$ cat config.mk
export PLATFORM = sky130hd
export DESIGN_NAME = ps2_keyboard_receiver_flat
export DESIGN_NICKNAME = d
export VERILOG_FILES = /design/src/rtl/ps2_keyboard_receiver_if.sv /design/src/rtl/ps2_keyboard_receiver.sv /design/src/flat_wrapper.sv
export SDC_FILE = /design/constraint.sdc
export NUM_CORES = 1
export LEC_CHECK = 0
export CELL_PAD_IN_SITES_DETAIL_PLACEMENT = 1
export CELL_PAD_IN_SITES_GLOBAL_PLACEMENT = 1
export CORE_AREA = 3 3 78 80
export DETAILED_ROUTE_END_ITERATION = 7
export DIE_AREA = 0 0 81 83
export GPL_TIMING_DRIVEN = 0
export MAX_ROUTING_LAYER = met4
export PLACE_DENSITY_LB_ADDON = 0.15
export SLEW_MARGIN = 20
export SYNTH_ARGS = -nofsm -noshare
export SYNTH_HDL_FRONTEND = slang
export SYNTH_SLANG_ARGS = --single-unit
export TNS_END_PERCENT = 10
$ cat constraint.sdc
create_clock -name clk -period 4.4 [get_ports clk]
set_input_delay 0.88 -clock clk [delete_from_list [all_inputs] [get_ports clk]]
set_output_delay 0.88 -clock clk [all_outputs]
set_load 0.01 [all_outputs]
$ cat src/rtl/ps2_keyboard_receiver_if.sv
// PS/2 receiver bus: raw device lines in, scan code / strobe / error pulses out.
// master = PS/2 device side (drives the lines), slave = the receiver.
interface ps2_keyboard_receiver_if;
   logic       ps2_clk;
   logic       ps2_data;
   logic [7:0] keyboard_input;
   logic       input_arrived_flag;
   logic       parity_error;
   logic       frame_error;

   modport master (
      output ps2_clk, ps2_data,
      input  keyboard_input, input_arrived_flag, parity_error, frame_error
   );
   modport slave (
      input  ps2_clk, ps2_data,
      output keyboard_input, input_arrived_flag, parity_error, frame_error
   );
endinterface

$ cat src/rtl/ps2_keyboard_receiver.sv
// PS/2 keyboard frame decoder: sync + glitch filter, 11-bit frame FSM, watchdog, flag strobe.
// Optional PS2_BREAK_FILTER_EN: swallow 0xF0 and the release code that follows it.
module ps2_keyboard_receiver #(
   parameter int FILTER_LEN     = 4,
   parameter int TIMEOUT_CYCLES = 100000,
   parameter int FLAG_CYCLES    = 4
) (
   input  logic                   clk,
   input  logic                   reset_n,
   ps2_keyboard_receiver_if.slave ps2
);
   localparam int FW = $clog2(FILTER_LEN + 1);
   localparam int TW = $clog2(TIMEOUT_CYCLES + 1);
   localparam int GW = $clog2(FLAG_CYCLES + 1);

   localparam logic [0:0] IDLE    = 1'b0;
   localparam logic [0:0] RECEIVE = 1'b1;

   // bit 0 = ps2_clk, bit 1 = ps2_data; lines idle high
   logic [1:0]    meta_q, meta_d, sync_q, sync_d;
   logic          filt_q, filt_d;
   logic [FW-1:0] fcnt_q, fcnt_d;
   logic          sample, sdata;

   logic [0:0]    state_q, state_d;
   logic [3:0]    bit_cnt_q, bit_cnt_d;
   logic [7:0]    shift_q, shift_d;
   logic          par_q, par_d;
   logic [TW-1:0] wdog_q, wdog_d;
   logic [7:0]    kbd_q, kbd_d;
   logic          perr_q, perr_d;
   logic          ferr_q, ferr_d;
   logic [GW-1:0] flag_cnt_q, flag_cnt_d;
   logic          flag_q, flag_d;
   logic          good, accept;
`ifdef PS2_BREAK_FILTER_EN
   logic          bp_q, bp_d;
`endif

   always_comb begin
      meta_d = {ps2.ps2_data, ps2.ps2_clk};
      sync_d = meta_q;
   end

   // Filtered clock flips only after FILTER_LEN consecutive disagreeing samples
   always_comb begin
      filt_d = filt_q;
      fcnt_d = '0;
      sample = 1'b0;
      if (sync_q[0] != filt_q) begin
         if (fcnt_q == FW'(FILTER_LEN - 1)) begin
            filt_d = sync_q[0];
            sample = filt_q;
         end else begin
            fcnt_d = fcnt_q + 1'b1;
         end
      end
   end

   assign sdata = sync_q[1];

   always_comb begin
      state_d   = state_q;
      bit_cnt_d = bit_cnt_q;
      shift_d   = shift_q;
      par_d     = par_q;
      wdog_d    = '0;
      perr_d    = 1'b0;
      ferr_d    = 1'b0;
      good      = 1'b0;
      case (state_q)
         IDLE: begin
            if (sample && !sdata) begin
               state_d   = RECEIVE;
               bit_cnt_d = 4'd1;
            end
         end
         default: begin
            if (sample) begin
               if (bit_cnt_q <= 4'd8) begin
                  shift_d   = {sdata, shift_q[7:1]};
                  bit_cnt_d = bit_cnt_q + 4'd1;
               end else if (bit_cnt_q == 4'd9) begin
                  par_d     = sdata;
                  bit_cnt_d = 4'd10;
               end else begin
                  state_d   = IDLE;
                  bit_cnt_d = 4'd0;
                  if ((^shift_q ^ par_q) && sdata) good   = 1'b1;
                  else                             perr_d = 1'b1;
               end
            end else if (wdog_q == TW'(TIMEOUT_CYCLES - 1)) begin
               ferr_d    = 1'b1;
               state_d   = IDLE;
               bit_cnt_d = 4'd0;
            end else begin
               wdog_d = wdog_q + 1'b1;
            end
         end
      endcase
   end

`ifdef PS2_BREAK_FILTER_EN
   always_comb begin
      bp_d   = bp_q;
      accept = 1'b0;
      if (good) begin
         if (bp_q)                  bp_d   = 1'b0;
         else if (shift_q == 8'hF0) bp_d   = 1'b1;
         else                       accept = 1'b1;
      end
   end
`else
   assign accept = good;
`endif

   // Flag is registered off the counter so it trails the data by a cycle and
   // cannot glitch; a reload while high keeps it high instead of re-pulsing.
   always_comb begin
      kbd_d      = accept ? shift_q : kbd_q;
      flag_cnt_d = flag_cnt_q;
      if (accept)                flag_cnt_d = GW'(FLAG_CYCLES);
      else if (flag_cnt_q != '0) flag_cnt_d = flag_cnt_q - 1'b1;
      flag_d = (flag_cnt_q != '0) || (accept && flag_q);
   end

   always_ff @(posedge clk or negedge reset_n) begin
      if (!reset_n) begin
         meta_q     <= 2'b11;
         sync_q     <= 2'b11;
         filt_q     <= 1'b1;
         fcnt_q     <= '0;
         state_q    <= IDLE;
         bit_cnt_q  <= 4'd0;
         shift_q    <= 8'h00;
         par_q      <= 1'b0;
         wdog_q     <= '0;
         kbd_q      <= 8'h00;
         perr_q     <= 1'b0;
         ferr_q     <= 1'b0;
         flag_cnt_q <= '0;
         flag_q     <= 1'b0;
      end else begin
         meta_q     <= meta_d;
         sync_q     <= sync_d;
         filt_q     <= filt_d;
         fcnt_q     <= fcnt_d;
         state_q    <= state_d;
         bit_cnt_q  <= bit_cnt_d;
         shift_q    <= shift_d;
         par_q      <= par_d;
         wdog_q     <= wdog_d;
         kbd_q      <= kbd_d;
         perr_q     <= perr_d;
         ferr_q     <= ferr_d;
         flag_cnt_q <= flag_cnt_d;
         flag_q     <= flag_d;
      end
   end

`ifdef PS2_BREAK_FILTER_EN
   always_ff @(posedge clk or negedge reset_n) begin
      if (!reset_n) bp_q <= 1'b0;
      else          bp_q <= bp_d;
   end
`endif

   assign ps2.keyboard_input     = kbd_q;
   assign ps2.input_arrived_flag = flag_q;
   assign ps2.parity_error       = perr_q;
   assign ps2.frame_error        = ferr_q;

endmodule
$ cat src/flat_wrapper.sv
// flat-port wrapper written by rule: the top's interface ports become plain ports
module ps2_keyboard_receiver_flat 
#(
   parameter int FILTER_LEN     = 4,
   parameter int TIMEOUT_CYCLES = 100000,
   parameter int FLAG_CYCLES    = 4
)
  (clk, reset_n, ps2_ps2_clk, ps2_ps2_data, ps2_keyboard_input, ps2_input_arrived_flag, ps2_parity_error, ps2_frame_error);
  ps2_keyboard_receiver_if ps2_i ();
  input  logic clk;
  input  logic reset_n;
  input wire logic [$bits(ps2_i.ps2_clk)-1:0] ps2_ps2_clk;
  input wire logic [$bits(ps2_i.ps2_data)-1:0] ps2_ps2_data;
  output wire logic [$bits(ps2_i.keyboard_input)-1:0] ps2_keyboard_input;
  output wire logic [$bits(ps2_i.input_arrived_flag)-1:0] ps2_input_arrived_flag;
  output wire logic [$bits(ps2_i.parity_error)-1:0] ps2_parity_error;
  output wire logic [$bits(ps2_i.frame_error)-1:0] ps2_frame_error;
  assign ps2_i.ps2_clk = ps2_ps2_clk;
  assign ps2_i.ps2_data = ps2_ps2_data;
  assign ps2_keyboard_input = ps2_i.keyboard_input;
  assign ps2_input_arrived_flag = ps2_i.input_arrived_flag;
  assign ps2_parity_error = ps2_i.parity_error;
  assign ps2_frame_error = ps2_i.frame_error;
  ps2_keyboard_receiver #(.FILTER_LEN(FILTER_LEN), .TIMEOUT_CYCLES(TIMEOUT_CYCLES), .FLAG_CYCLES(FLAG_CYCLES)) u_core (.clk(clk), .reset_n(reset_n), .ps2(ps2_i));
endmodule
## Yosys cells after proc, flatten, opt, wreduce, memory -nomap -nowiden

Cells that the tools add are included.
W data, S select, Z words.

- Add/subtract/negate cells: 4
- Magnitude comparators: 1
- Eq/ne operators: 5
- Mux-type cells: 34
- Bitwise operators: 2
- Reductions and logical operators: 13

Operators by type and width:

| operator | count |
|---|---|
| $mux W17 | 3 |
| $mux W4 | 6 |
| $mux W1 | 21 |
| $add A17 B1 Y17 const B | 1 |
| $eq A17 B17 Y1 const B | 1 |
| $mux W3 | 4 |
| $reduce_xor A8 Y1 | 1 |
| $add A4 B1 Y4 const B | 1 |
| $eq A4 B4 Y1 const B | 1 |
| $le A4 B4 Y1 const B | 1 |
| $reduce_and A2 Y1 | 2 |
| $reduce_and A4 Y1 | 1 |
| $reduce_bool A2 Y1 | 2 |
| $add A3 B1 Y3 const B | 1 |
| $eq A3 B2 Y1 const B | 1 |
| $logic_and A1 B1 Y1 | 3 |
| $ne A3 B2 Y1 const B | 1 |
| $reduce_and A3 Y1 | 1 |
| $reduce_bool A3 Y1 | 1 |
| $sub A3 B1 Y3 const B | 1 |
| $logic_not A1 Y1 | 1 |
| $logic_or A1 B1 Y1 | 1 |
| $ne A1 B1 Y1 | 1 |
| $not A1 Y1 | 1 |
| $xor A1 B1 Y1 | 1 |

- Bits in registers: 53
- Bits of input ports: 4
- Output and inout port bits: 11
- Logic and storage cells: 73

## Logic depth before layout (Yosys ltp)

Gate-level depths: netlist of run 1.

- Depth in word-level cells: 10
- Gate-level depth with buffers: 7
- Gate-level depth less buffers: 7

## Worst setup path after synthesis of run 1

No wires, ideal clock.

- Path kind: reg2reg
- From: register u_core.wdog_q[0]
- To: register u_core.wdog_q[10]
- Library setup time: 0.072 ns
- Data arrival time: 1.786 ns
- Data required time: 4.328 ns
- Setup slack: 2.542 ns
- Cell stages (with the launch flop): 8
- Path buffers: 2
- Period minus slack after synthesis: 1.858 ns
- Cell sequence: dfrtp_1 ha_1 and4_1 and4_1 or2_2 clkbuf_1 clkbuf_1 nor2_1

- Cells in the longest elaborated chain, start to end: 4
- Elaborated cells on any way between the ends: 5
- Those cells by class: 1 x add/sub; 1 x eq/ne; 3 x mux

RTL lines:

| item | line | source |
|---|---|---|
| from (decl) | ps2_keyboard_receiver.sv:29 | `logic [TW-1:0] wdog_q, wdog_d;` |
| from (signal assigned) | ps2_keyboard_receiver.sv:152 | `wdog_q <= wdog_d;` |
| $add A17 B1 Y17 / $eq A17 B17 Y1 (equally long branches) | ps2_keyboard_receiver.sv:97, ps2_keyboard_receiver.sv:92 |  |
| $mux W17 (*) | ps2_keyboard_receiver.sv:92 | `end else if (wdog_q == TW'(TIMEOUT_CYCLES - 1)) begin` |
| $mux W17 (*) | ps2_keyboard_receiver.sv:79 | `if (sample) begin` |
| $mux W17 (*) | ps2_keyboard_receiver.sv:71 | `case (state_q)` |
| via u_core.wdog_d[10] | ps2_keyboard_receiver.sv:29 |  |

Mark *: on every way through the listed nets, which the timed path passes. The rest lies on a longest branch.
A chain may end at the register's enable or synchronous reset.

## Worst setup path after layout of run 1

- From: register u_core.wdog_q[0]
- To: register u_core.wdog_q[12]

The elaborated chain is that of the path after synthesis.

==> results of run 1 <==
-- flip-flops by register name, indices dropped and copies added, names as in the netlist, 2 cells and up --
| signal | cells |
|---|---|
| u_core.wdog_q | 17 |
| u_core.flag_cnt_q | 3 |
| u_core.ps2.keyboard_input | 8 |
| u_core.sync_q | 2 |
| u_core.bit_cnt_q | 4 |
| u_core.fcnt_q | 3 |
| u_core.shift_q | 8 |
| u_core.meta_q | 2 |
-- placed cells by master, fill, tap and decap left out, types with 2 or more instances in the layout --
cell type	netlist	layout
buf_2	2	2
nand3_1	11	11
o21ai_0	5	5
nand4_1	4	4
nor3_1	3	3
nor2b_1	4	4
clkbuf_8	0	6
inv_1	7	7
xnor2_1	11	11
nor4bb_1	4	4
clkdlybuf4s50_1	0	13
or2_2	2	2
clkbuf_1	3	4
nor2_1	28	28
and4_1	2	2
dfstp_2	5	5
xor2_1	11	11
dfrtp_1	48	48
nand2_1	13	13
ha_1	7	7
mux2_2	19	19
-- report_power, final --
| group | internal, uW | total (uW) | switching (uW) | leakage (uW) |
|---|---|---|---|---|
| Clock | 186 | 339 | 153 | 0.0000585 |
| Sequential | 516 | 533 | 17.3 | 0.000715 |
| Combinational | 46.6 | 118 | 71.4 | 0.000474 |
| Total | 748 | 990 | 242 | 0.00125 |
-- worst paths after layout --
path                                        from                 to  cells after the start
max in group asynchronous                reset_n  u_core.wdog_q[15]                      1
worst min-delay path            u_core.meta_q[0]   u_core.sync_q[0]                      0
min in group asynchronous                reset_n   u_core.fcnt_q[0]                      1
worst max-delay path            u_core.wdog_q[0]  u_core.wdog_q[12]                      7
worst min register to register  u_core.meta_q[0]   u_core.sync_q[0]                      0
worst max register to register  u_core.wdog_q[0]  u_core.wdog_q[12]                      7
-- through the flow --
step                cells  utilization, %  worst slack, ps
floorplan             208               -             2540
global placement      294            48.6              954
detailed placement    294            48.5             2110
CTS                   302            50.7             2080
global route          302            50.7             1920
finish                302            50.7             2100
-- cell type report --
cell class                 instances  area, um^2
buffer                             5        21.3
clock buffer                       7        86.3
clock inverter                     1        30.0
fill                             618        2700
inverter                           7        26.3
multi-input combinational        143        1050
sequential                        53        1330
tap                               72        90.1
timing repair buffer              14         138
-- cell families (layout without fill, tap and decap cells) --
kind of cell	after synthesis	count (layout)
AOI/OAI and AO/OA	14	14
xor gates and xnor gates	24	24
adders and majority gates	7	7
buffers and inverters	12	34
DFF	53	53
muxes	20	20
and+or+nand+nor	78	78
-- cells in the mapped netlist (all sizes together) (5+ instances only) --
| cell | n |
|---|---|
| dfrtp | 48 |
| nand3 | 12 |
| nand2 | 13 |
| dfstp | 5 |
| inv | 7 |
| xor2 | 11 |
| o21ai | 5 |
| nor2 | 28 |
| ha | 7 |
| xnor2 | 12 |
| mux2 | 19 |
-- metal layers --
layer / track usage (%) / vias to the layer above
li1: - / 748
met1: 21.0 / 786
met2: 24.6 / 14
met3: 3.90 / 2
met4: 4.15 / 0
met5: - / -
==> flow_metrics.env, run 1 <==
export IMPL_synth_adder_area_share_pct=3.61
export IMPL_p_per_area_nw_per_um2=357
export IMPL_synth_xor_area_share_pct=9.53
export IMPL_die_area_um2=6720
export IMPL_worstHoldPathType="reg -> reg"
export IMPL_drtIter0Drc=59
export IMPL_synthSimpleGateAreaFrac_pct=16.8
export IMPL_crit_type="reg -> reg"
export IMPL_numCtsBuffers=5
export IMPL_cts_sinks=53
export IMPL_ioPinCount=15
export IMPL_arrival_ps=2470
export IMPL_drv_cap=0
export IMPL_post_cts_buffers=0
export IMPL_clk_pin_slew_ps=90
export IMPL_critPathBufInv=2
export IMPL_core_um2=5470
export IMPL_clock_skew_ps=7.45
export IMPL_antenna_found_initial=0
export IMPL_h_tree_depth=2
export IMPL_grt_overflow=0
export IMPL_yosysWarnings=0
export IMPL_min_period_ps=2300
export IMPL_place_area_um2=2660
export IMPL_met3WireLength_um=99
export IMPL_cellLeakagePower_uw=0.00125
export IMPL_yosysTopAreaCell="dfrtp_1"
export IMPL_root_buffer="clkbuf_8"
export IMPL_grt_pass1_wl_um=8250
export IMPL_slew_violations=0
export IMPL_routed_wirelength_um=4590
export IMPL_top_layer="met4"
export IMPL_dieHeight_um=83
export IMPL_start_kind="register"
export IMPL_grt_pass1_vias=1678
export IMPL_diodes=0
export IMPL_clk_latency_ps=300
export IMPL_fp_row_count=27
export IMPL_drive_gt1_share_pct=16.5
export IMPL_cts_buffer_depth=2
export IMPL_synth_flop_cell="dfrtp_1"
export IMPL_synthMuxAreaShare_pct=9.22
export IMPL_met1_length_um=2170
export IMPL_synth_seq_cells=53
export IMPL_dp_hpwl_um=3300
export IMPL_drtPass1Iterations=4
export IMPL_avgSynthCellArea_um2=11.7
export IMPL_grt_max_degree=54
export IMPL_holdBufCountCts=0
export IMPL_required_ps=4570
export IMPL_vias=1550
export IMPL_synth_edf_count=0
export IMPL_syn2layout_area_growth_pct=14.2
export IMPL_ys_types=38
export IMPL_power_uw=990
export IMPL_numPortBuffers=14
export IMPL_synthArstFlopShare_pct=100
export IMPL_initial_core_util_pct=44.4
export IMPL_r2r_slack_ps=2100
export IMPL_worst_hold_slack_ps=361
export IMPL_syn_inst=208
export IMPL_cp_cell_sequence="ha_1 > and4_1 > and4_1 > or2_2 > clkbuf_1 > clkbuf_1 > nor2_1"
export IMPL_slew_headroom_pct=56.2
export IMPL_ant_nets=0
export IMPL_synth_compound_area_share_pct=4.02
export IMPL_cts_tree="built"
export IMPL_worst_pin_slew_ps=658
export IMPL_fin_crit_sh_pct=52.2
export IMPL_worstSetupEndpointType="register"
export IMPL_cts_resized=0
export IMPL_synth_area_leaders="dfrtp_1 (49%), mux2_2 (8.8%), dfstp_2 (5.4%), nor2_1 (4.3%), xnor2_1 (4.0%)"
export IMPL_fin_nets=240
export IMPL_die_w_um=81
export IMPL_crit_slowest_cell="dfrtp_1"
export IMPL_fmax_mhz=435
export IMPL_cp_top_family="simple AND/OR/NAND/NOR gates"
export IMPL_yosys_area_top_type_share_pct=49.5
export IMPL_route_met2_wl_um=2300
export IMPL_fin_area_um2=2770
export IMPL_tns_ps=0
export IMPL_seq_area_frac_synth_pct=54.9
export IMPL_synth_area_um2=2430
export IMPL_finalHoldViolCount=0
export IMPL_wl_per_cell_um=15.2
export IMPL_synth_nets=219
export IMPL_grt_use_total_pct=16.0
export IMPL_drc=0
export IMPL_worstPathMaxFanout=10
export IMPL_globalplace_congestion=0.791
export IMPL_cpPeakStageDelay_ps=400
export IMPL_rsz0062_at_grt="no"
export IMPL_viasPerCell=5.13
export IMPL_ir_drop_v=0.000188
export IMPL_synth_top_family_by_area="simple AND/OR/NAND/NOR gates"
export IMPL_setup_viol=0
export IMPL_status="finished clean"
(Power assumes the default switching activity.)
==> inputs of run 2 (changes only) <==
Clock period 4.4 ns to 2.4 ns, I/O delays scaled along.
==> run 2 against run 1 <==
  * Via count stayed put
  * Sequential power grew 83%
  * Final area about the same
  * Die area unchanged
  * Critical path depth is the same
  * Worst hold slack worse by 150 ps
  * Critical endpoint unchanged
==> flow_metrics.env, run 2 (synthesis gave the netlist of run 1 again) <==
export IMPL_drv_cap=0
export IMPL_crit_type="reg -> reg"
export IMPL_holdBufCountCts=0
export IMPL_dieHeight_um=83
export IMPL_drtIter0Drc=59
export IMPL_swShare_pct=24.4
export IMPL_start_kind="register"
export IMPL_regMostFlops="u_core.wdog_q"
export IMPL_grt_use_total_pct=16.0
export IMPL_slew_violations=0
export IMPL_final_cell_mix="dfrtp_1 (48), nor2_1 (28), mux2_2 (19)"
export IMPL_die_w_um=81
export IMPL_worstReg2RegEnd="u_core.wdog_q[12]"
export IMPL_numCtsBuffers=5
export IMPL_ir_drop_v=0.000345
export IMPL_grt_max_degree=54
export IMPL_cellLeakagePower_uw=0.00125
export IMPL_cts_buffer_depth=2
export IMPL_arrival_ps=2340
export IMPL_top_layer="met4"
export IMPL_final_util_pct=50.7
export IMPL_drc=0
export IMPL_rr_startpoint="u_core.wdog_q[0]"
export IMPL_cts_resized=0
export IMPL_r2r_slack_ps=240
export IMPL_cellInternalPower_uw=1370
export IMPL_setup_viol=0
export IMPL_clk_pin_slew_ps=90
export IMPL_grt_pass1_vias=1678
export IMPL_status="finished clean"
export IMPL_die_area_um2=6720
export IMPL_drtPass1Iterations=4
export IMPL_drive_gt1_share_pct=17.0
export IMPL_required_ps=2580
export IMPL_vias=1550
export IMPL_numPortBuffers=14
export IMPL_worst_pin_slew_ps=658
export IMPL_cts_tree="built"
export IMPL_ant_nets=0
export IMPL_syn2layout_area_growth_pct=14.2
export IMPL_viasPerCell=5.13
export IMPL_diodes=0
export IMPL_post_cts_buffers=0
export IMPL_place_inst=294
export IMPL_fmax_mhz=463
export IMPL_final_common_cell="dfrtp_1"
export IMPL_rsz0062_at_grt="no"
export IMPL_p_switching_uw=444
export IMPL_core_um2=5470
export IMPL_p_comb_share_pct=12.0
export IMPL_power_frac_seq_pct=53.8
export IMPL_largest_reg_flops=17
export IMPL_fin_cells=302
export IMPL_root_buffer="clkbuf_8"
export IMPL_initial_core_util_pct=44.4
export IMPL_grt_overflow=0
export IMPL_globalplace_congestion=0.791
export IMPL_h_tree_depth=2
export IMPL_p_per_area_nw_per_um2=655
export IMPL_clk_latency_ps=300
export IMPL_fp_row_count=27
export IMPL_met1_length_um=2170
export IMPL_route_met2_wl_um=2300
export IMPL_antenna_found_initial=0
export IMPL_fin_crit_sh_pct=90.1
export IMPL_dp_hpwl_um=3300
export IMPL_wl_per_cell_um=15.2
export IMPL_slew_headroom_pct=56.2
export IMPL_fill_cells=619
export IMPL_min_period_ps=2160
export IMPL_reg2regPathDepth=7
export IMPL_routed_wirelength_um=4590
export IMPL_fin_nets=240
export IMPL_finalHoldViolCount=0
export IMPL_worstPathMaxFanout=10
export IMPL_cts_sinks=53
export IMPL_ioPinCount=15
export IMPL_worstHoldPathType="in -> async"
export IMPL_clock_power_share_pct=34.2
export IMPL_worstSetupEndpointType="register"
export IMPL_grt_pass1_wl_um=8250
export IMPL_clock_skew_ps=7.45
export IMPL_met3WireLength_um=99
==> run 2: critical path: stages (launching register included) <==
cell	delay [ps]
dfrtp_1	400
ha_1	240
and4_1	290
and4_1	300
or2_2	140
clkbuf_1	300
clkbuf_2	300
nor2_1	80
==> run 2: per-stage QoR <==
| stage | hold slack (ps) | power (uW) | instance area, um^2 | setup slack (ps) | setup TNS, ps |
|---|---|---|---|---|---|
| floorplan | 184 | 1140 | 2430 | 542 | 0 |
| global placement | 347 | 1200 | 2660 | -646 | -31410 |
| detailed placement | 348 | 1220 | 2660 | 105 | 0 |
| CTS | 221 | 1850 | 2770 | 82.8 | 0 |
| global route | 246 | 1930 | 2770 | 57.1 | 0 |
| finish | 206 | 1820 | 2770 | 239 | 0 |
==> run 2: how the worst max path moves through the flow <==
stage | slack (ps) | depth (start not counted) | start | to
6_report | 240 | 7 | u_core.wdog_q[0] | u_core.wdog_q[12]
3_3_place_gp | -650 | 1 | reset_n | u_core.ps2.keyboard_input[2]
4_1_cts | 80 | 7 | u_core.wdog_q[0] | u_core.wdog_q[8]
2_1_floorplan | 540 | 7 | u_core.wdog_q[0] | u_core.wdog_q[10]
5_1_grt | 60 | 7 | u_core.fcnt_q[0] | u_core.ps2.keyboard_input[7]
3_5_place_dp | 110 | 7 | u_core.wdog_q[0] | u_core.wdog_q[12]
==> run 2: layer usage <==
layer  track usage (%)  vias up
met5                 -        -
met4              4.15        0
met3              3.90        2
met2              24.6       14
met1              21.0      786
li1                  -      748
==> run 2: power groups by stage <==
stage | Clock (uW) | Sequential [uW] | Combinational, uW
2_1_floorplan | 0 | 986 | 158
3_3_place_gp | 0 | 991 | 209
3_5_place_dp | 0 | 996 | 222
4_1_cts | 648 | 979 | 224
5_1_grt | 686 | 985 | 257
6_report | 621 | 977 | 218
==> run 2: area by class of cell <==
type / count / area (um^2) / share of cell area, %
timing repair buffer: 14 / 138 / 4.96
multi-input combinational: 143 / 1050 / 37.8
inverter: 7 / 26.3 / 0.947
clock inverter: 1 / 30.0 / 1.08
sequential: 53 / 1330 / 48.0
tap: 72 / 90.1 / 3.25
clock buffer: 7 / 86.3 / 3.11
buffer: 5 / 22.5 / 0.812
==> inputs of run 3 (changes only) <==
Settings changed: CORE_AREA 3 3 78 80 to 8 8 83 85, DIE_AREA 0 0 81 83 to 0 0 91 93.
==> run 3 against run 2 <==
  * First-iteration DRC count is 51% higher
  * Global-route usage down 3.4 points
  * Via count grew 0.65%
  * Clock-buffer cell count stayed put
  * Power rose by 0.44%
  * Non-clock buffer count unchanged
  * Die area grew 26%
  * Clock skew rose by 0.79 ps
  * Critical endpoint is now u_core.wdog_q[8]
==> flow_metrics.env, run 3 (synthesis gave the netlist of run 1 again) <==
export IMPL_arrival_ps=2360
export IMPL_fin_nets=240
export IMPL_dp_hpwl_um=3390
export IMPL_fmax_mhz=462
export IMPL_slew_headroom_pct=55.7
export IMPL_grt_pass1_vias=1749
export IMPL_globalplace_congestion=0.829
export IMPL_cp_top_family="simple AND/OR/NAND/NOR gates"
export IMPL_rsz0062_at_grt="no"
export IMPL_required_ps=2590
export IMPL_ir_drop_v=0.000353
export IMPL_power_uw=1820
export IMPL_holdBufCountCts=0
export IMPL_viasPerCell=5.11
export IMPL_worstPathMaxFanout=10
export IMPL_drtIter0Drc=89
export IMPL_cts_sinks=53
export IMPL_fin_cells=305
export IMPL_numPortBuffers=14
export IMPL_antenna_found_initial=0
export IMPL_grt_use_total_pct=12.5
export IMPL_setup_viol=0
export IMPL_crit_type="reg -> reg"
export IMPL_worstHoldPathType="in -> async"
export IMPL_clk_latency_ps=300
export IMPL_fp_row_count=28
export IMPL_diodes=0
export IMPL_crit_top_cell="and4_1"
export IMPL_clk_pin_slew_ps=100
export IMPL_start_kind="register"
export IMPL_drc=0
export IMPL_regMostFlops="u_core.wdog_q"
export IMPL_drive_gt1_share_pct=17.0
export IMPL_place_area_um2=2660
export IMPL_final_util_pct=48.9
export IMPL_ioPinCount=15
export IMPL_drtPass1Iterations=4
export IMPL_fin_crit_sh_pct=90.2
export IMPL_die_area_um2=8460
export IMPL_ant_nets=0
export IMPL_dieHeight_um=93
export IMPL_grt_max_degree=54
export IMPL_crit_slowest_cell="dfrtp_1"
export IMPL_tns_ps=0
export IMPL_cpPeakStageDelay_ps=400
export IMPL_cts_buffer_depth=2
export IMPL_drv_cap=0
export IMPL_clock_skew_ps=8.24
export IMPL_cts_tree="built"
export IMPL_final_common_cell="dfrtp_1"
export IMPL_final_cell_mix="dfrtp_1 (48), nor2_1 (28), mux2_2 (19)"
export IMPL_place_inst=297
export IMPL_fin_area_um2=2780
export IMPL_grt_overflow=0
export IMPL_initial_core_util_pct=42.8
export IMPL_cp_cell_sequence="ha_1 > and4_1 > and4_1 > or2_2 > clkbuf_1 > clkbuf_2 > nor2_1"
export IMPL_finalHoldViolCount=0
export IMPL_grt_pass1_wl_um=8490
export IMPL_die_w_um=91
export IMPL_core_um2=5680
export IMPL_fill_cells=637
export IMPL_worst_pin_slew_ps=664
export IMPL_routed_wirelength_um=4750
export IMPL_syn2layout_area_growth_pct=14.4
export IMPL_numCtsBuffers=5
export IMPL_h_tree_depth=2
export IMPL_slew_violations=0
export IMPL_vias=1560
export IMPL_wl_per_cell_um=15.6
export IMPL_root_buffer="clkbuf_8"
export IMPL_p_per_area_nw_per_um2=657
export IMPL_critPathBufInv=2
export IMPL_largest_reg_flops=17
export IMPL_min_period_ps=2160
export IMPL_post_cts_buffers=0
export IMPL_worstSetupEndpointType="register"
export IMPL_status="finished clean"
export IMPL_cellLeakagePower_uw=0.00125
export IMPL_cts_resized=0
[run 3: cell counts in the layout (fill, tap and decap cells not counted)]
Identical to the previous run, type by type.
[run 3: power by group]
part / switching [uW] / total [uW] / internal [uW]
logic: 135 / 222 / 87.6
registers: 32.7 / 978 / 945
clock network: 284 / 624 / 340
total: 451 / 1820 / 1370
[run 3: stage by stage]
step	hold slack (ps)	worst slack, ps
after floorplan	184	542
after global placement	347	-639
after detailed placement	350	101
after CTS	229	71.1
after global routing	257	83.7
final	203	236
[run 3: metal layers]
layer,wire length [um],part of all wire (%),track usage (%),vias up
li1,-,-,-,754
met1,2180,46,15.1,785
met2,2390,50,20.5,15
met3,121,2.5,2.80,6
met4,59,1.2,4.09,0
met5,0,0,-,-
[run 3: area by class of cell]
type / instances / area [um^2] / share of cell area (%)
well taps: 75 / 93.8 / 3.38
clock inverters: 1 / 30.0 / 1.08
flip-flops and latches: 53 / 1330 / 48.0
inverters: 7 / 26.3 / 0.946
repair buffers: 14 / 138 / 4.95
multi-input cells: 143 / 1050 / 37.7
clock buffers: 7 / 86.3 / 3.11
plain buffers: 5 / 22.5 / 0.811
[run 3: worst paths after layout]
check | end | startpoint | slack (ps) | cells after the start
worst min register to register | u_core.sync_q[0] | u_core.meta_q[0] | 360 | 0
max in group asynchronous | u_core.shift_q[4] | reset_n | 1750 | 1
min in group clk | u_core.sync_q[0] | u_core.meta_q[0] | 360 | 0
worst max register to register | u_core.wdog_q[8] | u_core.wdog_q[0] | 240 | 7
worst max-delay path | u_core.wdog_q[8] | u_core.wdog_q[0] | 240 | 7
worst min-delay path | u_core.fcnt_q[0] | reset_n | 200 | 1
